`src/rtl/uart_pkg.sv`:
```
// uart_pkg: state encoding and frame constants shared by the UART receiver and transmitter
package uart_pkg;
    localparam int CLKS_PER_BIT_DEFAULT = 5208;
    localparam int DATA_BITS = 8;
    localparam logic STOP_LEVEL = 1'b1;
    typedef enum logic [2:0] {IDLE, START, DATA, STOP, WAIT_IDLE} state_e;
endpackage

```
`src/rtl/uart_sync2.sv`:
```
// uart_sync2: two-flop synchronizer for an asynchronous input, resetting to RST_VAL
module uart_sync2 #(
    parameter logic RST_VAL = 1'b1
) (
    input  logic clk,
    input  logic rst,
    input  logic d,
    output logic q
);
    logic s1_q, s2_q;
    always_ff @(posedge clk) begin
        if (rst) begin
            s1_q <= RST_VAL;
            s2_q <= RST_VAL;
        end else begin
            s1_q <= d;
            s2_q <= s1_q;
        end
    end
    assign q = s2_q;
endmodule

```
`src/rtl/uart_recv.sv`:
```
// uart_recv: 8N1 UART receiver sampling each bit at its centre, with frame-error and break handling
module uart_recv
    import uart_pkg::*;
#(
    parameter int CLKS_PER_BIT = CLKS_PER_BIT_DEFAULT,
    parameter int HALF_BIT = CLKS_PER_BIT / 2
) (
    input  logic       clk,
    input  logic       rst,
    input  logic       rx,
    output logic [7:0] data,
    output logic       valid,
    output logic       frame_err,
    output logic       busy
);
    localparam logic [15:0] HALF_END = 16'(HALF_BIT - 1);
    localparam logic [15:0] BIT_END = 16'(CLKS_PER_BIT - 1);
    localparam logic [2:0] LAST_IDX = 3'(DATA_BITS - 1);

    logic rx_s;
    state_e state_q, state_d;
    logic [15:0] timer_q, timer_d;
    logic [2:0] idx_q, idx_d;
    logic [7:0] shift_q, shift_d, data_q, data_d;
    logic valid_q, valid_d, ferr_q, ferr_d;

    uart_sync2 #(.RST_VAL(1'b1)) u_sync (.clk(clk), .rst(rst), .d(rx), .q(rx_s));

    always_comb begin
        state_d = state_q;
        timer_d = timer_q + 16'd1;
        idx_d = idx_q;
        shift_d = shift_q;
        data_d = data_q;
        valid_d = 1'b0;
        ferr_d = 1'b0;
        case (state_q)
            IDLE: begin
                timer_d = '0;
                if (!rx_s) state_d = START;
            end
            START: if (timer_q == HALF_END) begin
                timer_d = '0;
                idx_d = '0;
                state_d = rx_s ? IDLE : DATA;
            end
            DATA: if (timer_q == BIT_END) begin
                timer_d = '0;
                shift_d[idx_q] = rx_s;
                idx_d = idx_q + 3'd1;
                if (idx_q == LAST_IDX) state_d = STOP;
            end
            STOP: if (timer_q == BIT_END) begin
                timer_d = '0;
                if (rx_s == STOP_LEVEL) begin
                    data_d = shift_q;
                    valid_d = 1'b1;
                    state_d = IDLE;
                end else begin
                    ferr_d = 1'b1;
                    state_d = WAIT_IDLE;
                end
            end
            // a held-low line reports one frame error, then waits for idle
            WAIT_IDLE: begin
                timer_d = '0;
                if (rx_s) state_d = IDLE;
            end
            default: state_d = IDLE;
        endcase
    end

    always_ff @(posedge clk) begin
        if (rst) begin
            state_q <= IDLE;
            timer_q <= '0;
            idx_q <= '0;
            shift_q <= '0;
            data_q <= '0;
            valid_q <= 1'b0;
            ferr_q <= 1'b0;
        end else begin
            state_q <= state_d;
            timer_q <= timer_d;
            idx_q <= idx_d;
            shift_q <= shift_d;
            data_q <= data_d;
            valid_q <= valid_d;
            ferr_q <= ferr_d;
        end
    end

    assign data = data_q;
    assign valid = valid_q;
    assign frame_err = ferr_q;
    assign busy = state_q != IDLE;
endmodule

```
`config.mk`:
```
export PLATFORM = sky130hd
export DESIGN_NAME = uart_recv
export DESIGN_NICKNAME = d
export VERILOG_FILES = /design/src/rtl/uart_pkg.sv /design/src/rtl/uart_sync2.sv /design/src/rtl/uart_recv.sv
export SDC_FILE = /design/constraint.sdc
export NUM_CORES = 1
export LEC_CHECK = 0
export BUFFER_PORTS_ARGS = -buffer_cell sky130_fd_sc_hd__buf_2
export CORE_MARGIN = 4
export CORE_UTILIZATION = 33
export DETAILED_ROUTE_END_ITERATION = 8
export GPL_TIMING_DRIVEN = 0
export PLACE_DENSITY = 0.51
export SETUP_SLACK_MARGIN = 0.2
export SYNTH_ARGS = -nofsm -noshare
export SYNTH_HDL_FRONTEND = slang
export SYNTH_SLANG_ARGS = --single-unit
```
`constraint.sdc`:
```
create_clock -name clk -period 3.2 [get_ports clk]
set_input_delay 0.16 -clock clk [delete_from_list [all_inputs] [get_ports clk]]
set_output_delay 0.16 -clock clk [all_outputs]
set_load 0.05 [all_outputs]
```
==> run metrics <==
#FFs+latches synth=42; Lkg Pwr=0.7522 nW; Horiz. Die Dim=85.69 um; Area contributors post-synth=dfxtp_1, nor2_1, mux2i_1; ANT cells=0; Yosys top cell by area=dfxtp_1; CP Class=register to register; Die Span Y=85.69 um; Peak VDD IR=between 150 and 200 uV; crit share post-route=between 60 and 70%; Setup WS post-layout=~1.1 ns; Reg clk slew, reported paths=around 0.090 ns; ys flop type=dfxtp_1; CTS HTree Levels=2; Max-cap violations=0; critical path arrival=2.27 ns; Req. time, crit path=roughly 3.4 ns; Rows=28; pre-CTS WS=1.103 ns; Final Hold Fails=0; clk_skew=about 0.016 ns; Die ar.=7343 um2; io pins=14; initial antenna violation count=0; core area=roughly 5900 um2; port bufs=12; Final Max Tran Viols=0; Post-DP HPWL=2885 um; met2 wire length=1720 um; area grow syn2layout=12.37%; setup TNS=0 ns; hold_buf cts=0; met3 WL=between 100 and 150 um; wl on met1=2211 um; post-synth top area share=roughly 42%; drt drc=0; Post-CTS Resized=0; final net count=around 250; min cycle time layout=just over 2 ns; Overflow after GRT=0; post-synthesis sequential area ratio=42.21%; Num CTS Buffers=5; FMAX=roughly 480 MHz; largest net degree at the start of global routing=16; Vias per Instance=about 4.8; drt pass-1 iters=4; ANT nets after route=0; final wirelength=4094 um; ys async rst share=0%; Avg Inst Size Synth=around 8.7 um2; Wirelength per Cell=~13 um; routed via count=about 1,600; CP Capture Type=register; first-pass GRT wire length=around 7100 um; Initial Util=33.84%; yosys warns=0; Post-synth EDFFs=0; CTS tree=yes; buffer depth of the longest clock path=2; cell count after synthesis=229; Placer Congestion=0.7427; total power=902.5 uW; Post-CTS Setup Bufs=0; Max-slew headroom=around three fifths; Top Metal Used=met4; DRT iter0 DRCs=68; Final Setup Violations=0; net count after synthesis=between 200 and 250; RSZ-0062 raised after global routing=false; layout cells sized above 1=14.86%; clk_lat worst skew=around 0.30 ns; Syn Std Cell Area=1992 um2; vias in the first global route=between 1,500 and 2,000; Root Driver=clkbuf_8; type of the most critical hold path=primary input to register; Yosys cell types=41; Least-Margin Pin Slew=approximately 0.6 ns; cell area power density=a little over 400 nW/um2; Worst Path Max Fanout=10; Tot GR Track Use=12.02%; outcome=finished clean; CP startpoint kind=register; clock net sink count=42
==> logic make-up after synthesis <==
kind of cell / share of synthesized area (%)
compound gates: 5.214
xor+xnor: 6.156
fa+ha+maj: 1.885
buf+inv: 3.580
flops: 42.21
mux: 7.600
simple gates: 33.35
==> path summary, 6_finish.rpt <==
path	from	end	slack, ns	depth (start not counted)
max	timer_q[0]	timer_q[12]	1.12	8
min	rx	u_sync.s1_q	0.04	2
max reg2reg	timer_q[0]	timer_q[12]	1.12	8
min reg2reg	u_sync.s1_q	u_sync.q	0.42	1
==> area by class of cell <==
class                   instances  area [um2]
fillers                       629        3647
clock buffers                   5       68.82
flip-flops and latches         42       840.8
well taps                      75       93.84
inverters                       6       22.52
multi-input cells             170        1080
plain buffers                  11       48.80
clock inverters                 3       23.77
repair buffers                 12       60.06
==> flip-flops by register name, summed over array words and instances (netlist names), 3 cells and up <==
signal / flops
shift_q: 8
data: 8
idx_q: 3
timer_q: 16
state_q: 3
==> layout by cell type (no fill, tap or decap), types with 3 or more instances in the layout <==
cell type	n
nor3_1	16
clkbuf_8	5
nor2b_1	3
and4bb_2	3
or2_2	3
nand2b_1	7
a21oi_1	10
nor4_1	4
buf_2	15
dfxtp_1	42
ha_1	3
nand2_1	18
nand3b_1	3
xor2_1	5
nand3_1	9
mux2i_1	14
inv_1	6
nor2_1	38
xnor2_1	9
clkbuf_1	7
==> per-layer routing <==
metal | track usage [%] | vias to the layer above
met5 | 0 | -
met4 | 3.885 | 0
met3 | 2.690 | 4
met2 | 18.57 | 20
met1 | 16.62 | 717
li1 | - | 827
==> through the flow <==
stage / instance area (um2) / util [%] / cells / hold WS, ns
after floorplan: 1992 / - / 229 / 0.2638
after global placement: 2146 / 36.46 / 316 / 0.3432
after detailed placement: 2146 / 36.46 / 316 / 0.3501
after CTS: 2238 / 38.03 / 324 / 0.03767
after global routing: 2238 / 38.03 / 324 / 0.04347
final: 2238 / 38.03 / 324 / 0.04261
==> synth_stat cells, types with 3 or more instances <==
cell	count
nor2b_1	3
nand2_1	18
nand3_1	9
clkbuf_1	7
nor2_1	38
and4bb_2	3
or2_2	3
nor4_1	4
xnor2_1	9
nand2b_1	7
xor2_1	5
mux2i_1	14
inv_1	6
buf_2	3
nand3b_1	3
ha_1	3
nor3_1	16
dfxtp_1	42
a21oi_1	10
==> critical path, cell delays in order, from the launching register on <==
cell and delay, ns:
dfxtp_1 0.37, ha_1 0.27, and3_1 0.17, buf_2 0.16
nand3_2 0.21, a2bb2oi_1 0.20, o21ai_2 0.30, buf_4 0.24
nor2_1 0.06
==> power breakdown <==
group / leakage, nW / switching [mW] / internal [mW]
registers: 0.339 / 0.00155 / 0.524
clock network: 0.0408 / 0.200 / 0.156
logic: 0.373 / 0.0147 / 0.00643
Note: power is estimated with default switching activity, not from simulation.
